`config.mk`:
```
export PLATFORM = sky130hd
export DESIGN_NAME = alu_sequencer
export DESIGN_NICKNAME = d
export VERILOG_FILES = /design/src/rtl/alu_sequencer.sv
export SDC_FILE = /design/constraint.sdc
export NUM_CORES = 1
export LEC_CHECK = 0
export BUFFER_PORTS_ARGS = -buffer_cell sky130_fd_sc_hd__buf_2
export CORE_MARGIN = 5
export CORE_UTILIZATION = 40
export DETAILED_ROUTE_END_ITERATION = 12
export GPL_TIMING_DRIVEN = 1
export PLACE_DENSITY_LB_ADDON = 0.2
export SYNTH_ARGS = -nofsm -noshare
export SYNTH_HDL_FRONTEND = slang
export SYNTH_SLANG_ARGS = --single-unit
```
`constraint.sdc`:
```
create_clock -name clk -period 1.75 [get_ports clk]
set_input_delay 0.0875 -clock clk [delete_from_list [all_inputs] [get_ports clk]]
set_output_delay 0.0875 -clock clk [all_outputs]
set_load 0.05 [all_outputs]
```
`src/rtl/alu_sequencer.sv`:
```
// Control sequencer for the external ALU: decodes ALU-group opcodes, drives ALU selects and
// dataflow, owns accumulator A and status register P, and hands RMW results back via valid/ready.
module alu_sequencer #(
    parameter logic [7:0] P_RESET = 8'h20
) (
    input  logic       clk,
    input  logic       rst_n,
    input  logic       op_valid,
    output logic       op_ready,
    input  logic [7:0] opcode,
    input  logic [7:0] operand,
    output logic       sum_sel,
    output logic       and_sel,
    output logic       xor_sel,
    output logic       or_sel,
    output logic       asl_sel,
    output logic       lsr_sel,
    output logic       rol_sel,
    output logic       ror_sel,
    output logic       subtract,
    output logic       target_bus,
    output logic       carry_in,
    input  logic [7:0] alu_out,
    input  logic       alu_overflow,
    input  logic       alu_carry,
    input  logic       alu_zero,
    input  logic       alu_negative,
    output logic [7:0] a_reg,
    output logic [7:0] p_reg,
    output logic       wb_valid,
    output logic [7:0] wb_data,
    input  logic       wb_ready,
    output logic       done,
    output logic       illegal
);

    typedef enum logic [1:0] {StIdle, StExec, StWb} state_e;

    localparam int unsigned SelSum = 7;
    localparam int unsigned SelAnd = 6;
    localparam int unsigned SelXor = 5;
    localparam int unsigned SelOr  = 4;
    localparam int unsigned SelAsl = 3;
    localparam int unsigned SelLsr = 2;
    localparam int unsigned SelRol = 1;
    localparam int unsigned SelRor = 0;

    state_e     state_q, state_d;
    logic [7:0] opcode_q, opcode_d;
    logic [7:0] operand_q, operand_d;
    logic [7:0] a_q, a_d;
    logic [7:0] p_q, p_d;
    logic [7:0] wb_data_q, wb_data_d;
    logic       done_q, done_d;
    logic       illegal_q, illegal_d;

    logic [7:0] dec_sel;
    logic       dec_sub, dec_cin, dec_tbus;
    logic       dec_write_a, dec_rmw, dec_data, dec_illegal;
    logic [7:0] p_next;
    logic       exec;
    logic       sbc_carry;

    assign exec = (state_q == StExec);

    // Carry out of A + ~operand + C, expressed as a compare to avoid an unused 9-bit sum.
    assign sbc_carry = (a_q > operand_q) | ((a_q == operand_q) & p_q[0]);

    always_comb begin
        dec_sel     = '0;
        dec_sub     = 1'b0;
        dec_cin     = 1'b0;
        dec_tbus    = 1'b0;
        dec_write_a = 1'b0;
        dec_rmw     = 1'b0;
        dec_data    = 1'b0;
        dec_illegal = 1'b0;
        p_next      = p_q;
        case (opcode_q)
            8'h69: begin
                dec_sel[SelSum] = 1'b1; dec_cin = p_q[0]; dec_write_a = 1'b1; dec_data = 1'b1;
                p_next[6] = alu_overflow; p_next[0] = alu_carry;
            end
            8'hE9: begin
                dec_sel[SelSum] = 1'b1; dec_sub = 1'b1; dec_cin = p_q[0];
                dec_write_a = 1'b1; dec_data = 1'b1;
                p_next[6] = alu_overflow; p_next[0] = sbc_carry;
            end
            8'h29: begin dec_sel[SelAnd] = 1'b1; dec_write_a = 1'b1; dec_data = 1'b1; end
            8'h09: begin dec_sel[SelOr]  = 1'b1; dec_write_a = 1'b1; dec_data = 1'b1; end
            8'h49: begin dec_sel[SelXor] = 1'b1; dec_write_a = 1'b1; dec_data = 1'b1; end
            8'hC9: begin
                dec_sel[SelSum] = 1'b1; dec_sub = 1'b1; dec_cin = 1'b1; dec_data = 1'b1;
                p_next[0] = (a_q >= operand_q);
            end
            8'h0A: begin
                dec_sel[SelAsl] = 1'b1; dec_write_a = 1'b1; dec_data = 1'b1; p_next[0] = a_q[7];
            end
            8'h4A: begin
                dec_sel[SelLsr] = 1'b1; dec_write_a = 1'b1; dec_data = 1'b1; p_next[0] = a_q[0];
            end
            8'h2A: begin
                dec_sel[SelRol] = 1'b1; dec_cin = p_q[0]; dec_write_a = 1'b1; dec_data = 1'b1;
                p_next[0] = a_q[7];
            end
            8'h6A: begin
                dec_sel[SelRor] = 1'b1; dec_cin = p_q[0]; dec_write_a = 1'b1; dec_data = 1'b1;
                p_next[0] = a_q[0];
            end
            8'h06: begin
                dec_sel[SelAsl] = 1'b1; dec_tbus = 1'b1; dec_rmw = 1'b1; dec_data = 1'b1;
                p_next[0] = operand_q[7];
            end
            8'h46: begin
                dec_sel[SelLsr] = 1'b1; dec_tbus = 1'b1; dec_rmw = 1'b1; dec_data = 1'b1;
                p_next[0] = operand_q[0];
            end
            8'h26: begin
                dec_sel[SelRol] = 1'b1; dec_cin = p_q[0]; dec_tbus = 1'b1; dec_rmw = 1'b1;
                dec_data = 1'b1; p_next[0] = operand_q[7];
            end
            8'h66: begin
                dec_sel[SelRor] = 1'b1; dec_cin = p_q[0]; dec_tbus = 1'b1; dec_rmw = 1'b1;
                dec_data = 1'b1; p_next[0] = operand_q[0];
            end
            8'h18:   p_next[0] = 1'b0;
            8'h38:   p_next[0] = 1'b1;
            8'hB8:   p_next[6] = 1'b0;
            default: dec_illegal = 1'b1;
        endcase
        if (dec_data) begin
            p_next[7] = alu_negative;
            p_next[1] = alu_zero;
        end
        p_next[5] = 1'b1;
    end

    always_comb begin
        state_d   = state_q;
        opcode_d  = opcode_q;
        operand_d = operand_q;
        a_d       = a_q;
        p_d       = p_q;
        wb_data_d = wb_data_q;
        done_d    = 1'b0;
        illegal_d = 1'b0;
        unique case (state_q)
            StIdle: begin
                if (op_valid) begin
                    opcode_d  = opcode;
                    operand_d = operand;
                    state_d   = StExec;
                end
            end
            StExec: begin
                if (dec_illegal) begin
                    done_d    = 1'b1;
                    illegal_d = 1'b1;
                    state_d   = StIdle;
                end else begin
                    p_d = p_next;
                    if (dec_write_a) a_d = alu_out;
                    if (dec_rmw) begin
                        wb_data_d = alu_out;
                        state_d   = StWb;
                    end else begin
                        done_d  = 1'b1;
                        state_d = StIdle;
                    end
                end
            end
            StWb: begin
                if (wb_ready) begin
                    done_d  = 1'b1;
                    state_d = StIdle;
                end
            end
            default: state_d = StIdle;
        endcase
    end

    always_ff @(posedge clk or negedge rst_n) begin
        if (!rst_n) begin
            state_q   <= StIdle;
            opcode_q  <= 8'h00;
            operand_q <= 8'h00;
            a_q       <= 8'h00;
            p_q       <= P_RESET | 8'h20;
            wb_data_q <= 8'h00;
            done_q    <= 1'b0;
            illegal_q <= 1'b0;
        end else begin
            state_q   <= state_d;
            opcode_q  <= opcode_d;
            operand_q <= operand_d;
            a_q       <= a_d;
            p_q       <= p_d;
            wb_data_q <= wb_data_d;
            done_q    <= done_d;
            illegal_q <= illegal_d;
        end
    end

    assign op_ready   = (state_q == StIdle);
    assign sum_sel    = exec & dec_sel[SelSum];
    assign and_sel    = exec & dec_sel[SelAnd];
    assign xor_sel    = exec & dec_sel[SelXor];
    assign or_sel     = exec & dec_sel[SelOr];
    assign asl_sel    = exec & dec_sel[SelAsl];
    assign lsr_sel    = exec & dec_sel[SelLsr];
    assign rol_sel    = exec & dec_sel[SelRol];
    assign ror_sel    = exec & dec_sel[SelRor];
    assign subtract   = exec & dec_sub;
    assign target_bus = exec & dec_tbus;
    assign carry_in   = exec & dec_cin;
    assign a_reg      = a_q;
    assign p_reg      = p_q;
    assign wb_valid   = (state_q == StWb);
    assign wb_data    = wb_data_q;
    assign done       = done_q;
    assign illegal    = illegal_q;

endmodule

```
* After elaboration in Yosys (flattened, before gate mapping)
Index checks and enable logic that the tools add are counted.
** Operators by class
- Bitwise gates (word level) :: 13
- Muxes and demuxes :: 26
- Div/mod/pow operators :: 0
- Reductions and logical operators :: 26
- Shifts and indexed selects :: 0
- Equality and inequality tests :: 22
- Order comparisons :: 2
- Add/subtract/negate cells :: 0
- Multipliers :: 0
** Operators with widths (count)
- == test 8 x 7 -> 1 bit (second input constant) :: 6
- == test 8 x 6 -> 1 bit (second input constant) :: 4
- == test 8 bit (second input constant) :: 3
- OR reduction 2 bit :: 10
- 2-to-1 mux 1 bit :: 17
- OR reduction 17 bit :: 1
- == test 8 x 4 -> 1 bit (second input constant) :: 2
- AND reduction 3 bit :: 5
- OR reduction 14 bit :: 1
- AND 1 bit :: 12
- one-hot mux 1 bit (9 select lines) :: 1
- nonzero test 9 bit :: 1
- OR reduction 9 bit :: 1
- == test 8 x 3 -> 1 bit (second input constant) :: 1
- == test 8 x 5 -> 1 bit (second input constant) :: 1
- == test 8 bit :: 1
- greater-or-equal comparator 8 bit :: 1
- greater-than comparator 8 bit :: 1
- 2-to-1 mux 2 bit :: 4
- one-hot mux 1 bit (2 select lines) :: 3
- one-hot mux 2 bit (3 select lines) :: 1
- OR reduction 6 bit :: 1
- AND reduction 2 bit :: 2
- OR reduction 4 bit :: 1
- other kinds (8) :: 8
** Word-level totals
- ROM bits :: 0
- Latch bits :: 0
- Register bits :: 40
- RAM bits :: 0
- Word-level logic and storage cells :: 99
- Memories kept :: 0

* Logic depth before layout (Yosys ltp)
- Depth after elaboration :: 6
- Mapped depth :: 7
- Mapped depth without buffers :: 7

* Worst setup path after synthesis
OpenSTA, ideal clock, no wires.
- Path type :: register to output
- Start point :: reg opcode_q[2]
- End point :: out asl_sel
- Path slack :: -813 ps
- Cell stages (with the launch flop) :: 4
- Data required time :: 1662 ps
- Arrival :: 2475 ps
- Path through :: dfrtp_1 xnor2_1 or3_4 nor4_1
** Between the ends
- Longest elaborated chain between the ends :: 4
** RTL lines
- start, declared :: RTL line 49 : logic [7:0] opcode_q, opcode_d;
- start signal, assigned :: RTL line 194 : opcode_q <= opcode_d;
- == test 8 x 3 -> 1 bit or == test 8 x 4 -> 1 bit (tied branches) :: RTL line 79 : case (opcode_q)
- OR reduction 2 bit (no line) *
- 2-to-1 mux 1 bit * :: RTL line 79
- AND 1 bit * :: RTL line 209 : assign asl_sel = exec & dec_sel[SelAsl];
- end, declared :: RTL line 16 : output logic asl_sel,
Every way passes the cells marked *; elsewhere a longest branch is shown, timed or not.

* Worst setup path after layout
- Start point :: reg opcode_q[4]
- End point :: out carry_in
** Between the ends
- Longest elaborated chain between the ends :: 4
** RTL lines
- == test 8 x 6 -> 1 bit, or another cell as far along :: RTL line 79
- OR reduction 6 bit (no line)
- one-hot mux 1 bit (2 select lines) * :: RTL line 79
- AND 1 bit * :: RTL line 215 : assign carry_in = exec & dec_cin;
- end, declared :: RTL line 22 : output logic carry_in,
Marked as above.

==> results.md <==
- Clock Skew: 0.005614 ns
- Sw Share: 47.84%
- Tcrit/Tclk final: 111.2%
- Most frequent cells in the layout: buf_2 (57), nand2_1 (33), dfrtp_1 (29)
- Critical Path RT: 1.66 ns
- Min Tclk post-route: 1.946 ns
- CP max stage cell: dfrtp_1
- Global-route wire length before repair: 9439 microns
- Post-synthesis adder-cell area fraction: 6.034%
- Pwr dens: 1905 nW/um^2
- FFs w/ async S/R, synth: 100.0%
- Largest fanout on the critical path: 5
- Vias: 2013
- Post-synthesis simple-gate area fraction: 22.27%
- Cell total after placement: 379
- Yosys top cell by area: dfrtp_1
- Critical Path Most Common Cell: buf_4
- Clk sinks: 40
- Initial antenna violation count: 0
- Critical Path Source Type: flip-flop
- Area share of the largest cell type after synthesis: 43.88%
- Fin Setup TNS: -1.150 ns
- M1 WL: 2402 microns
- Library cells used by synthesis: 45
- VDD IR max: 1.434 mV
- Gr ovfl total: 0
- # fillers: 493
- CTS Buf Count: 5
- CTS Root Cell: clkbuf_8
- Post-synth EDFFs: 0
- Worst path bufs/invs: 3
- Final wirelength: 5784 microns
- # IOs: 71
- Core Area: 5540 sq um
- Synth top area cells: dfrtp_1 (44%), mux2_2 (8.4%), ha_1 (6.0%)
- Multi-input gate area: 1366 sq um
- Worst reg-to-reg path cell count: 7
- I/O Buffers: 66
- Switch Pwr: 3.062 mW
- Logic gate share of total power: 59.5%
- HPWL Detailed: 4292 microns
- CP peak stage delay: 0.43 ns
- Worst Path Arrival: 1.86 ns
- Initial core utilization: 41.17%
- Largest family of logic cells by synthesized area: simple AND/OR/NAND/NOR gates
- Max Cap Viol: 0
- Synth warn: 0
- Synth Area per Inst: 9.917 sq um
- Min Hold Slack: 0.009348 ns
- Largest net degree at the start of global routing: 21
- Met3 WL: 351 microns
- Critical path cell sequence: buf_4, buf_4, and4b_1, nand2_2, nor2_2, a31oi_2, nor2b_4, buf_8
- Die area: 7313 sq um
- Minimum setup slack among reg-to-reg paths: 0.02 ns
- Final Hold Vio Count: 0
- Most common cell after layout, fill and taps aside: buf_2
- Non-Filler Instances: 404
- Worst-path clk slew: 0.09 ns
- Die Span X: 85.52 microns
- #FFs+latches synth: 40
- Area grow syn2layout: 47.28%
- Synth Instances: 230
- RSZ-0062 raised after global routing: yes
- Max Root-Sink Buffers: 2
- DR pass1 iterations: 4
- # DRC: 0
- Synth Flop Type: dfrtp_1
- Share of post-route cells with drive strength above 1: 50.90%
- Metal2 WL: 2991 microns
- Delay-heaviest family, CP: simple AND/OR/NAND/NOR gates
- H-tree Lvls: 2
- Fmax: 0.5139 GHz
- Slew Limit Fails: 0
- Antenna-violating nets left: 0
- Register area share after synthesis: 43.88%
- Top sig layer: met4
- Crit end category: output pin
- Synth Area in Compound Gates: 8.612%
- PnR worst setup slack: -0.1957 ns
- Internal: 3.339 mW
- Rows: 27
- Clk network pwr share: 12.2%
- Total Routing Usage GR: 16.07%
- Synthesized area: 2281 sq um
- Failing checks: negative setup slack
- Levels on crit path: 8
- Status: complete, but fails checks
- Via density: 4.983
- Routability cong.: 0.9182
- Sequential share of power: 28.3%
- Fin nets: 374
- WL/cell: 14.32 microns
- TritonCTS clock tree: done
- Chip height: 85.52 microns
- Critical path class: flip-flop to output pin
- Worst skew pair latency: 0.30 ns
- Mux cell area share after synthesis: 13.17%
- Synth Area in XOR/XNOR: 0.3840%
- WHS Path Cells: 3
- FF+latch area: 1015 sq um
- Min-delay worst type: input pin to flip-flop
- Initial DRC Count: 87
- LEAKAGE: 1.548 nW
- Number of global-route vias before repair: 1942
- Endpoints failing setup: 9
- ANT cells: 0
## logic make-up after synthesis
group | Yosys count
buffers and inverters | 27
flip-flops | 40
XOR/XNOR | 1
multiplexers | 27
other | 2
adder cells (fa/ha/maj) | 11
AO/OA/AOI/OAI | 29
AND/OR/NAND/NOR | 93
## timing repair
item	4_1_cts	5_1_grt
pin swaps	6	7
endpoints found under the hold margin	25	0
gates resized for setup	24	26
buffers inserted	5	4
endpoints found under the setup margin	11	12
hold buffers	8	0
## worst paths after layout
path / startpoint / endpoint
setup / recovery: opcode_q[4] / carry_in
max in group asynchronous: rst_n / opcode_q[1]
min in group asynchronous: rst_n / wb_data[3]
hold reg to reg: wb_data[7] / wb_data[7]
hold / removal: alu_out[3] / wb_data[3]
setup reg to reg: opcode_q[4] / p_reg[0]
## layer usage
| layer | track usage, % | vias up |
|---|---|---|
| met4 | 4.317 | 0 |
| li1 | - | 1000 |
| met1 | 20.29 | 955 |
| met5 | 0 | - |
| met3 | 4.803 | 4 |
| met2 | 26.77 | 54 |
## cells in the mapped netlist, drive strengths merged, types with 2 or more instances
cell type / n
a211o: 2
a211oi: 2
a21oi: 3
a22oi: 3
a31oi: 5
and3: 3
and4b: 2
buf: 8
clkbuf: 2
conb: 2
dfrtp: 40
ha: 11
inv: 17
mux2: 24
mux2i: 3
nand2: 35
nand2b: 7
nand3: 7
nand4: 4
nor2: 14
nor2b: 6
nor3: 2
nor3b: 3
nor4: 3
nor4b: 2
o21ai: 6
o22ai: 3
or3: 2
or3b: 2
## power by group through the flow
stage / registers (mW) / logic, mW / clock network, mW
2_1_floorplan: 2.56 / 1.67 / 0
3_3_place_gp: 1.77 / 3.38 / 0
3_5_place_dp: 1.78 / 3.40 / 0
4_1_cts: 1.78 / 3.55 / 0.805
5_1_grt: 1.88 / 4.12 / 0.854
6_report: 1.81 / 3.81 / 0.780
## metrics by stage
step           utilization [%]  instance area (sq um)  setup WS, ns  total power [mW]
2_1_floorplan                -                   2367       -0.2628             4.229
3_3_place_gp             52.06                   2884       0.06592             5.149
3_5_place_dp             52.06                   2884       0.05082             5.187
4_1_cts                  57.63                   3193       -0.1828             6.134
5_1_grt                  60.64                   3359       -0.2631             6.850
6_report                 60.64                   3359       -0.1957             6.400
## worst min-delay path: stages
cell and delay (ns):
buf_2 0.09, nand2_1 0.04, nand2_1 0.05
## final cells by class
type,instances,share of cell area (%)
clock buffers,5,2.048
clock inverters,3,1.378
inverters,17,2.048
multi-input cells,165,40.67
flip-flops and latches,40,30.20
well taps,72,2.682
repair buffers,102,20.97
Note: power is estimated with default switching activity, not from simulation.
